`config.mk`:
```
export PLATFORM = sky130hd
export DESIGN_NAME = pipe_stage_buf
export DESIGN_NICKNAME = d
export VERILOG_FILES = /design/src/rtl/pipe_stage_buf_pkg.sv /design/src/rtl/pipe_stage_ring.sv /design/src/rtl/pipe_stage_buf.sv
export SDC_FILE = /design/constraint.sdc
export NUM_CORES = 1
export LEC_CHECK = 0
export ABC_AREA = 1
export CORE_UTILIZATION = 52
export DETAILED_ROUTE_END_ITERATION = 7
export PLACE_DENSITY = 0.86
export SYNTH_ARGS = -nofsm -noshare
export SYNTH_HDL_FRONTEND = slang
export SYNTH_HIERARCHICAL = 1
export SYNTH_SLANG_ARGS = --single-unit
export TNS_END_PERCENT = 5
```
`constraint.sdc`:
```
create_clock -name clk -period 1.8 [get_ports clk]
set_input_delay 0.27 -clock clk [delete_from_list [all_inputs] [get_ports clk]]
set_output_delay 0.27 -clock clk [all_outputs]
set_load 0.02 [all_outputs]
```
`src/rtl/pipe_stage_buf_pkg.sv`:
```
// Shared constants, types and helpers for the pipeline-stage buffer.
package pipe_stage_buf_pkg;

  // Pass-through mode selectors for the PASS_THRU parameter
  localparam int unsigned PT_OFF = 0;
  localparam int unsigned PT_ON  = 1;

  // Legal buffer depth range
  localparam int unsigned DEPTH_MIN = 1;
  localparam int unsigned DEPTH_MAX = 8;

  // Derived occupancy state of the stage
  typedef enum logic [1:0] {
    OCC_EMPTY   = 2'd0,
    OCC_PARTIAL = 2'd1,
    OCC_FULL    = 2'd2
  } occ_state_e;

  // True when a depth value is within the supported range
  function automatic bit depth_ok(input int unsigned depth);
    return (depth >= DEPTH_MIN) && (depth <= DEPTH_MAX);
  endfunction

  // Pointer width; a single-entry ring still needs a 1-bit pointer
  function automatic int unsigned ptr_width(input int unsigned depth);
    return (depth > 1) ? $clog2(depth) : 1;
  endfunction

endpackage

```
`src/rtl/pipe_stage_ring.sv`:
```
// Circular payload storage with read/write pointers and explicit wrap.
module pipe_stage_ring
  import pipe_stage_buf_pkg::*;
#(
  parameter int unsigned DATA_W = 64,
  parameter int unsigned DEPTH  = 2
) (
  input  logic              clk,
  input  logic              rst,
  input  logic              clr,
  input  logic              wr_en,
  input  logic [DATA_W-1:0] wr_data,
  input  logic              rd_en,
  output logic [DATA_W-1:0] rd_data
);

  localparam int unsigned PTR_W = ptr_width(DEPTH);

  logic [DATA_W-1:0] mem_q [DEPTH];
  logic [DATA_W-1:0] mem_d [DEPTH];
  logic [PTR_W-1:0]  wr_ptr_q, wr_ptr_d;
  logic [PTR_W-1:0]  rd_ptr_q, rd_ptr_d;

  // Depth need not be a power of two, so wrap on an explicit compare
  function automatic logic [PTR_W-1:0] ptr_inc(input logic [PTR_W-1:0] p);
    return (p == PTR_W'(DEPTH - 1)) ? '0 : p + PTR_W'(1);
  endfunction

  // Write the incoming entry at the tail
  always_comb begin
    mem_d = mem_q;
    if (wr_en) begin
      mem_d[wr_ptr_q] = wr_data;
    end
  end

  // Advance pointers; clear returns both to zero without touching storage
  always_comb begin
    wr_ptr_d = wr_ptr_q;
    rd_ptr_d = rd_ptr_q;
    if (clr) begin
      wr_ptr_d = '0;
      rd_ptr_d = '0;
    end else begin
      if (wr_en) wr_ptr_d = ptr_inc(wr_ptr_q);
      if (rd_en) rd_ptr_d = ptr_inc(rd_ptr_q);
    end
  end

  // Storage and pointer registers
  always_ff @(posedge clk) begin
    if (rst) begin
      for (int i = 0; i < int'(DEPTH); i++) begin
        mem_q[i] <= '0;
      end
      wr_ptr_q <= '0;
      rd_ptr_q <= '0;
    end else begin
      mem_q    <= mem_d;
      wr_ptr_q <= wr_ptr_d;
      rd_ptr_q <= rd_ptr_d;
    end
  end

  // Head entry straight from registers; never a bypass of wr_data
  assign rd_data = mem_q[rd_ptr_q];

endmodule

```
`src/rtl/pipe_stage_buf.sv`:
```
// Pipeline-stage handshake controller: buffers entries, drives allow_in
// upstream and valid/data downstream, with flush and a stall counter.
module pipe_stage_buf
  import pipe_stage_buf_pkg::*;
#(
  parameter  int unsigned DATA_W    = 64,
  parameter  int unsigned DEPTH     = 2,
  parameter  int unsigned PASS_THRU = PT_ON,
  parameter  int unsigned STALL_W   = 32,
  localparam int unsigned CNT_W     = $clog2(DEPTH + 1)
) (
  input  logic               clk,
  input  logic               rst,
  input  logic               in_valid,
  input  logic [DATA_W-1:0]  in_data,
  output logic               allow_in,
  input  logic               ready_go,
  output logic               out_valid,
  output logic [DATA_W-1:0]  out_data,
  input  logic               down_allow_in,
  input  logic               flush,
  output logic [CNT_W-1:0]   occupancy,
  output logic [STALL_W-1:0] stall_cnt
);

  if (!depth_ok(DEPTH)) begin : g_bad_depth
    $error("pipe_stage_buf: DEPTH must be in 1..8");
  end
  if (PASS_THRU != PT_OFF && PASS_THRU != PT_ON) begin : g_bad_pt
    $error("pipe_stage_buf: PASS_THRU must be PT_OFF or PT_ON");
  end

  localparam logic PT_EN = (PASS_THRU == PT_ON);

  logic [CNT_W-1:0]   occ_q, occ_d;
  logic [STALL_W-1:0] stall_q, stall_d;
  occ_state_e         occ_state;
  logic               head_valid;
  logic               full;
  logic               pop_ok;
  logic               push;
  logic               pop;
  logic               stall_inc;

  // Classify occupancy into empty / partial / full
  always_comb begin
    occ_state = OCC_PARTIAL;
    if (occ_q == '0) begin
      occ_state = OCC_EMPTY;
    end else if (occ_q == CNT_W'(DEPTH)) begin
      occ_state = OCC_FULL;
    end
  end

  assign head_valid = (occ_state != OCC_EMPTY);
  assign full       = (occ_state == OCC_FULL);

  // Handshake equations; allow_in sees the raw downstream pop so it is
  // unaffected by flush, and never depends on in_valid
  assign out_valid = head_valid & ready_go;
  assign pop_ok    = out_valid & down_allow_in;
  assign allow_in  = !full | (PT_EN & pop_ok);
  assign push      = in_valid & allow_in & !flush;
  assign pop       = pop_ok & !flush;

  // Occupancy update; flush wins over push and pop
  always_comb begin
    occ_d = occ_q;
    if (flush) begin
      occ_d = '0;
    end else if (push && !pop) begin
      occ_d = occ_q + CNT_W'(1);
    end else if (pop && !push) begin
      occ_d = occ_q - CNT_W'(1);
    end
  end

  // Saturating count of cycles the head was held back
  always_comb begin
    stall_inc = head_valid & !(ready_go & down_allow_in) & !flush;
    stall_d   = stall_q;
    if (stall_inc && (stall_q != '1)) begin
      stall_d = stall_q + STALL_W'(1);
    end
  end

  // Control registers
  always_ff @(posedge clk) begin
    if (rst) begin
      occ_q   <= '0;
      stall_q <= '0;
    end else begin
      occ_q   <= occ_d;
      stall_q <= stall_d;
    end
  end

  assign occupancy = occ_q;
  assign stall_cnt = stall_q;

  pipe_stage_ring #(
    .DATA_W (DATA_W),
    .DEPTH  (DEPTH)
  ) u_ring (
    .clk     (clk),
    .rst     (rst),
    .clr     (flush),
    .wr_en   (push),
    .wr_data (in_data),
    .rd_en   (pop),
    .rd_data (out_data)
  );

  a_no_overflow: assert property (@(posedge clk) disable iff (rst)
    !(push && full && !pop));

endmodule

```
## Word-level counts from Yosys, hierarchy flattened

Index checks and enable logic that the tools add are counted.

| word-level totals | value |
|---|---|
| bits in registers | 164 |
| logic and storage cells | 53 |

| cells by class | value |
|---|---|
| bitwise logic cells | 11 |
| reduce and logical (&&, ||, !) cells | 13 |
| mux-type cells | 12 |
| $add $sub $neg | 5 |
| equal/unequal tests | 3 |
| magnitude comparators | 3 |

Operators with widths:

| kind | number |
|---|---|
| $mux 64 | 4 |
| $bwmux 128 | 1 |
| $demux 64 s1 | 1 |
| $add 32x1->32 const B | 1 |
| $ne 32x32->1 const B | 1 |
| $and 1x1->1 | 8 |
| $mux 2 | 4 |
| $logic_not 1->1 | 5 |
| $eq 2x2->1 const B | 2 |
| $ge 2x2->1 const B | 2 |
| $logic_and 1x1->1 | 4 |
| $not 1->2 | 2 |
| $reduce_bool 2->1 | 2 |
| $add 1x1->1 const B | 2 |
| $add 2x1->2 const B | 1 |
| $logic_not 2->1 | 1 |
| $lt 2x1->1 const B | 1 |
| $mux 1 | 2 |
| $reduce_or 2->1 | 1 |
| $sub 2x1->2 const B | 1 |
| $or 1x1->1 | 1 |

## Longest topological paths before layout

| depth | value |
|---|---|
| word-level depth | 13 |
| depth in mapped cells | 11 |

## Modules after synthesis

The synthesis kept the hierarchy.

Modules (own cells, without submodules):

| module | times used | area each (um^2) | cells an instance | seq. area each (um^2) |
|---|---|---|---|---|
| pipe_stage_ring | 1 | 5,952.0 | 907 | 2,602.5 |
| pipe_stage_buf | 1 | 2,149.6 | 354 | 680.7 |

## Least setup slack after synthesis

OpenSTA, ideal clock, no wires.

| path | value |
|---|---|
| path kind | register -> register |
| start | register occ_q[1], in the netlist occupancy[1] |
| end | register occ_q[1], in the netlist occupancy[1] |
| arrival time | 1,643 ps |
| setup slack | 34 ps |
| data required time | 1,677 ps |
| period minus slack after synthesis | 1,766 ps |
| stages on the path, launching flop included | 9 |
| path through | dfxtp_1 -> inv_1 -> nor3_1 -> nor2_1 -> ha_1 -> a21oi_1 -> o21ai_0 -> o211ai_1 -> a21oi_1 |

| on the way | value |
|---|---|
| longest elaborated chain between the ends | 12 |
| elaborated cells between the ends (all ways) | 22 |
| those cells by class | add/sub: 2; eq/ne: 2; mux: 4; bitwise: 6; reduce/logical: 8 |

Ends and longest elaborated chain:

| element | RTL line | RTL |
|---|---|---|
| start: declaration | pipe_stage_buf.sv:35 | `logic [CNT_W-1:0] occ_q, occ_d;` |
| start signal: assignment | pipe_stage_buf.sv:90 | `occ_q <= '0;` |
| start signal: assignment | pipe_stage_buf.sv:93 | `occ_q <= occ_d;` |
| $eq 2x2->1 | pipe_stage_buf.sv:50 | `end else if (occ_q == CNT_W'(DEPTH)) begin` |
| $mux 2 | pipe_stage_buf.sv:50 |  |
| $mux 2 * | pipe_stage_buf.sv:48 | `if (occ_q == '0) begin` |
| $reduce_bool 2->1 | pipe_stage_buf.sv:55 | `assign head_valid = (occ_state != OCC_EMPTY);` |
| $and 1x1->1 | pipe_stage_buf.sv:60 | `assign out_valid = head_valid & ready_go;` |
| $and 1x1->1 | pipe_stage_buf.sv:61 | `assign pop_ok = out_valid & down_allow_in;` |
| $or 1x1->1 * | pipe_stage_buf.sv:62 | `assign allow_in = !full \| (PT_EN & pop_ok);` |
| $and 1x1->1 * (2 in series) | pipe_stage_buf.sv:63 | `assign push = in_valid & allow_in & !flush;` |
| net push | pipe_stage_buf.sv:41 | `logic push;` |
| $logic_not 1->1 | pipe_stage_buf.sv:73 | `end else if (pop && !push) begin` |
| $logic_and 1x1->1 | pipe_stage_buf.sv:73 |  |
| $reduce_bool 2->1 (no source line) | n/a |  |

Mark *: on every way through the listed nets, which the timed path passes. The rest lies on a longest branch. The select of a mux whose other input is x is not followed.
A chain may end at the register's enable or synchronous reset.

## Worst setup path in the final report

| path | value |
|---|---|
| start | register u_ring.rd_ptr_q |
| end | output out_data[18] |

| on the way | value |
|---|---|
| longest elaborated chain between the ends | 4 |

Ends and longest elaborated chain:

| element | RTL line | RTL |
|---|---|---|
| start: declaration | pipe_stage_ring.sv:22 | `logic [PTR_W-1:0] rd_ptr_q, rd_ptr_d;` |
| start signal: assignment | pipe_stage_ring.sv:61 | `rd_ptr_q <= rd_ptr_d;` |
| $not 1->2 (implied by the code) | pipe_stage_ring.sv:66 | `assign rd_data = mem_q[rd_ptr_q];` |
| $mux 64 (implied by the code) (3 in series) | pipe_stage_ring.sv:66 |  |
| end: declaration | pipe_stage_buf.sv:19 | `output logic [DATA_W-1:0] out_data,` |

No other way between the ends. The select of a mux whose other input is x is not followed.

==> flow_summary_export.csv <==
group,metric,value,unit
status,status,"finished with violations",
status,violations,"negative setup slack",
final_layout,nets,1502,
power_and_ir_drop,p_comb_share,13.4,%
yosys,ys.warnings.count,6,
floorplan,ioPinCount,170,
worst_setup_path,crit_arrival,1.59,ns
drt,wl_per_cell,13.0,microns
flow_run,max-cap-violations,0,
yosys,synth_nets,1333,
global_routing,antenna_found_initial,0,
yosys,synthMuxAreaShare,0,%
sta,rsz0062_at_grt,"true",
clock_network,clkSinkCount,164,
yosys,synth_area_leaders,"dfxtp_1 (41%), nor2_1 (16%), nand2_1 (10%), inv_1 (7.3%), nand3_1 (6.0%)",
yosys,synthAdderAreaFrac,0.309,%
clock_network,htree_levels,4,
worst_setup_path,worstSetupStartpointType,"register",
drt,drtIter0Drc,636,
placement,routabilityCongestion,0.888,
floorplan,dieWidth,127,microns
worst_setup_path,path_class,"register to output pin",
drt,avgViaCountPerCell,5.02,
drt,ant_nets,0,
global_routing,overflow,0,
worst_setup_path,worst-path-buf-inv,3,
sta,hold_violations,0,
sta,relSlewSlack,78.5,%
yosys,synth_edf_count,0,
power_and_ir_drop,power,0.00859,W
min_path,min_path_type,"input pin to register",
final_layout,area_growth,32.1,%
yosys,synth_seq_cells,164,
clock_network,clk_latency,0.43,ns
placement,place_area,0.0101,sq mm
sta,max_freq,538,MHz
worst_setup_path,worstSetupEndpointType,"output pin",
drt,vias,8194,
placement,io_buffers,169,
floorplan,die_area,0.0161,sq mm
final_layout,regArea,0.00329,sq mm
yosys,ys_types,33,
final_layout,final_util,70.4,%
clock_network,path_clk_slew,0.06,ns
clock_network,cts_tree,"done",
worst_setup_path,ff2ff_setup_slack,0.10,ns
sta,period_needed,1.86,ns
worst_setup_path,crit_slowest_cell,"dfxtp_4",
worst_setup_path,crit_path_cell_trace,"buf_6 > clkbuf_16 > nand2_1 > o21ai_1 > buf_4",
yosys,async_flop_share,0,%
floorplan,start_util,53.3,%
final_layout,drive_gt1_share,11.1,%
power_and_ir_drop,peakVddDrop,677,uV
sta,whs,0.474,ns
clock_network,cts_root_buffer,"clkbuf_16",
final_layout,antenna_cells,0,
sta,setup_violations,22,
sta,worst_pin_slew,0.320,ns
final_layout,final_cell_area,0.0107,sq mm
final_layout,multi_input_area,0.00377,sq mm
drt,drtPass1Iterations,5,
yosys,synth.top_cell.area_share,40.5,%
power_and_ir_drop,seqPwrFrac,44.6,%
drt,drc,0,
yosys,synth_top_family_by_area,"simple AND/OR/NAND/NOR gates",
yosys,synth_top_area_cell,"dfxtp_1",
worst_setup_path,crit_family,"buffers and inverters",
power_and_ir_drop,pwr_density_cell,803,mW/mm^2
floorplan,die_h,127,microns
yosys,synthCells,1261,
yosys,synth_ff_type,"dfxtp_1",
placement,hpwlAfterDp,13700,microns
yosys,synth_compound_area_share,9.99,%
yosys,netlist_area,0.00810,sq mm
worst_setup_path,cp_max_fo,22,
yosys,synthSimpleGateAreaFrac,35.3,%
sta,fin_ws,-0.0583,ns
yosys,synth_xor_area_share,0.324,%
sta,final_max_slew_viol_count,0,
global_routing,track_usage,26.2,%
clock_network,numCtsBuffers,17,
final_layout,fillers,1264,
worst_setup_path,cpPeakStageDelay,0.45,ns
power_and_ir_drop,p_int,0.00632,W
power_and_ir_drop,p_switching,0.00226,W
clock_network,cts_buffer_depth,2,
global_routing,grt_first_pass_wirelength,34000,microns
worst_setup_path,cp.required,1.53,ns
yosys,synth_area_per_cell,6.42,sq um
yosys,synth-seq-area-share,40.5,%
floorplan,core.rowCount,45,
power_and_ir_drop,p_leak,4.66,nW
global_routing,grt_pass1_vias,7347,
power_and_ir_drop,p_sw_share,26.4,%
global_routing,grt_max_degree,73,
drt,wl,21100,microns
sta,finalCritPeriodShare,103,%
power_and_ir_drop,clkPwrFrac,42.0,%
sta,fin_skew,0.00662,ns
floorplan,core,0.0152,sq mm
-- final timing paths --
| kind | depth (start not counted) | endpoint | start |
|---|---|---|---|
| hold / removal | 3 | u_ring/mem_q[8] | in_data[8] |
| hold reg to reg | 2 | u_ring/mem_q[98] | u_ring/mem_q[98] |
| setup reg to reg | 8 | stall_cnt[23] | stall_cnt[0] |
| setup / recovery | 5 | out_data[18] | u_ring/rd_ptr_q |
-- cell type report --
cell class              count  area share, %
well taps                 188           2.20
clock buffers              17           3.98
clock inverters            15           1.46
flip-flops and latches    164           30.7
multi-input cells         860           35.2
repair buffers            220           20.5
inverters                 167           5.87
-- layer usage --
metal	vias to the layer above	wire, microns	GRT usage [%]	part of all wire [%]
li1	4228	-	-	-
met1	3627	9550	33.7	45
met2	305	9740	43.6	46
met3	34	1420	4.89	6.7
met4	0	421	9.59	2.0
met5	-	0	0	0
-- cells by family (layout without fill, tap and decap cells) --
group | count (synthesis) | in the layout
flops | 164 | 164
compound gates | 160 | 160
buf+inv | 237 | 419
fa+ha+maj | 2 | 2
simple gates | 695 | 695
xor+xnor | 3 | 3
-- through the flow --
| step | setup TNS [ns] | setup WS (ns) | instances |
|---|---|---|---|
| after floorplan | 0 | 0.0336 | 1261 |
| after global placement | -19.83 | -0.191 | 1595 |
| after detailed placement | -27.10 | -0.257 | 1595 |
| after CTS | -4.73 | -0.164 | 1628 |
| after global routing | -2.99 | -0.118 | 1631 |
| final | -0.403 | -0.0583 | 1631 |
-- tightest hold or removal path: stages --
cell	delay (ns)
clkdlybuf4s50_1	0.42
o21ai_1	0.13
nor2_1	0.04
-- layout by cell type (no fill, tap or decap), types with 7 or more instances in the layout --
master	instances
clkbuf_2	9
a21oi_1	26
buf_4	47
nand3_1	97
nand2_1	221
o21ai_2	8
inv_2	9
buf_6	7
dlymetal6s2s_1	8
nor3_1	8
o21ai_0	64
inv_1	156
nor2_1	343
o21ai_1	58
clkdlybuf4s15_1	28
clkbuf_16	18
buf_12	14
clkdlybuf4s50_1	90
dfxtp_1	161
-- registers in the layout, summed over array words and instances (netlist names) --
name,flops
stall_cnt,32
u_ring/rd_ptr_q,1
u_ring/wr_ptr_q,1
u_ring/mem_q,128
occupancy,2
-- repair_timing --
action / in CTS / in global routing
resized for setup: 193 / 104
hold buffers: 0 / 0
endpoints found under the setup margin: 72 / 69
setup buffers: 1 / 2
cloned: 0 / 1
-- synth_stat cells (2+ instances only) --
cell type	n
nand2_2	2
nand4_1	6
buf_1	5
clkbuf_1	20
buf_2	20
nand3b_1	2
a21oi_1	27
ha_1	2
buf_6	13
o21ai_1	47
nand2_1	221
nand3_1	97
inv_2	8
clkbuf_2	2
buf_4	4
buf_8	6
inv_1	158
nor2_4	4
xor2_1	2
o21ai_0	83
nor2_1	344
nand3_4	2
nor3_1	9
nor2_2	4
nand2_4	2
dfxtp_1	164
-- power groups by stage --
stage                     registers (W)  logic [W]  clock network [W]
after floorplan                 0.00390   0.000645                  0
after global placement          0.00390    0.00116                  0
after detailed placement        0.00391    0.00118                  0
after CTS                       0.00383    0.00113            0.00364
after global routing            0.00384    0.00126            0.00383
final                           0.00383    0.00115            0.00361
Note: power is estimated with default switching activity, not from simulation.
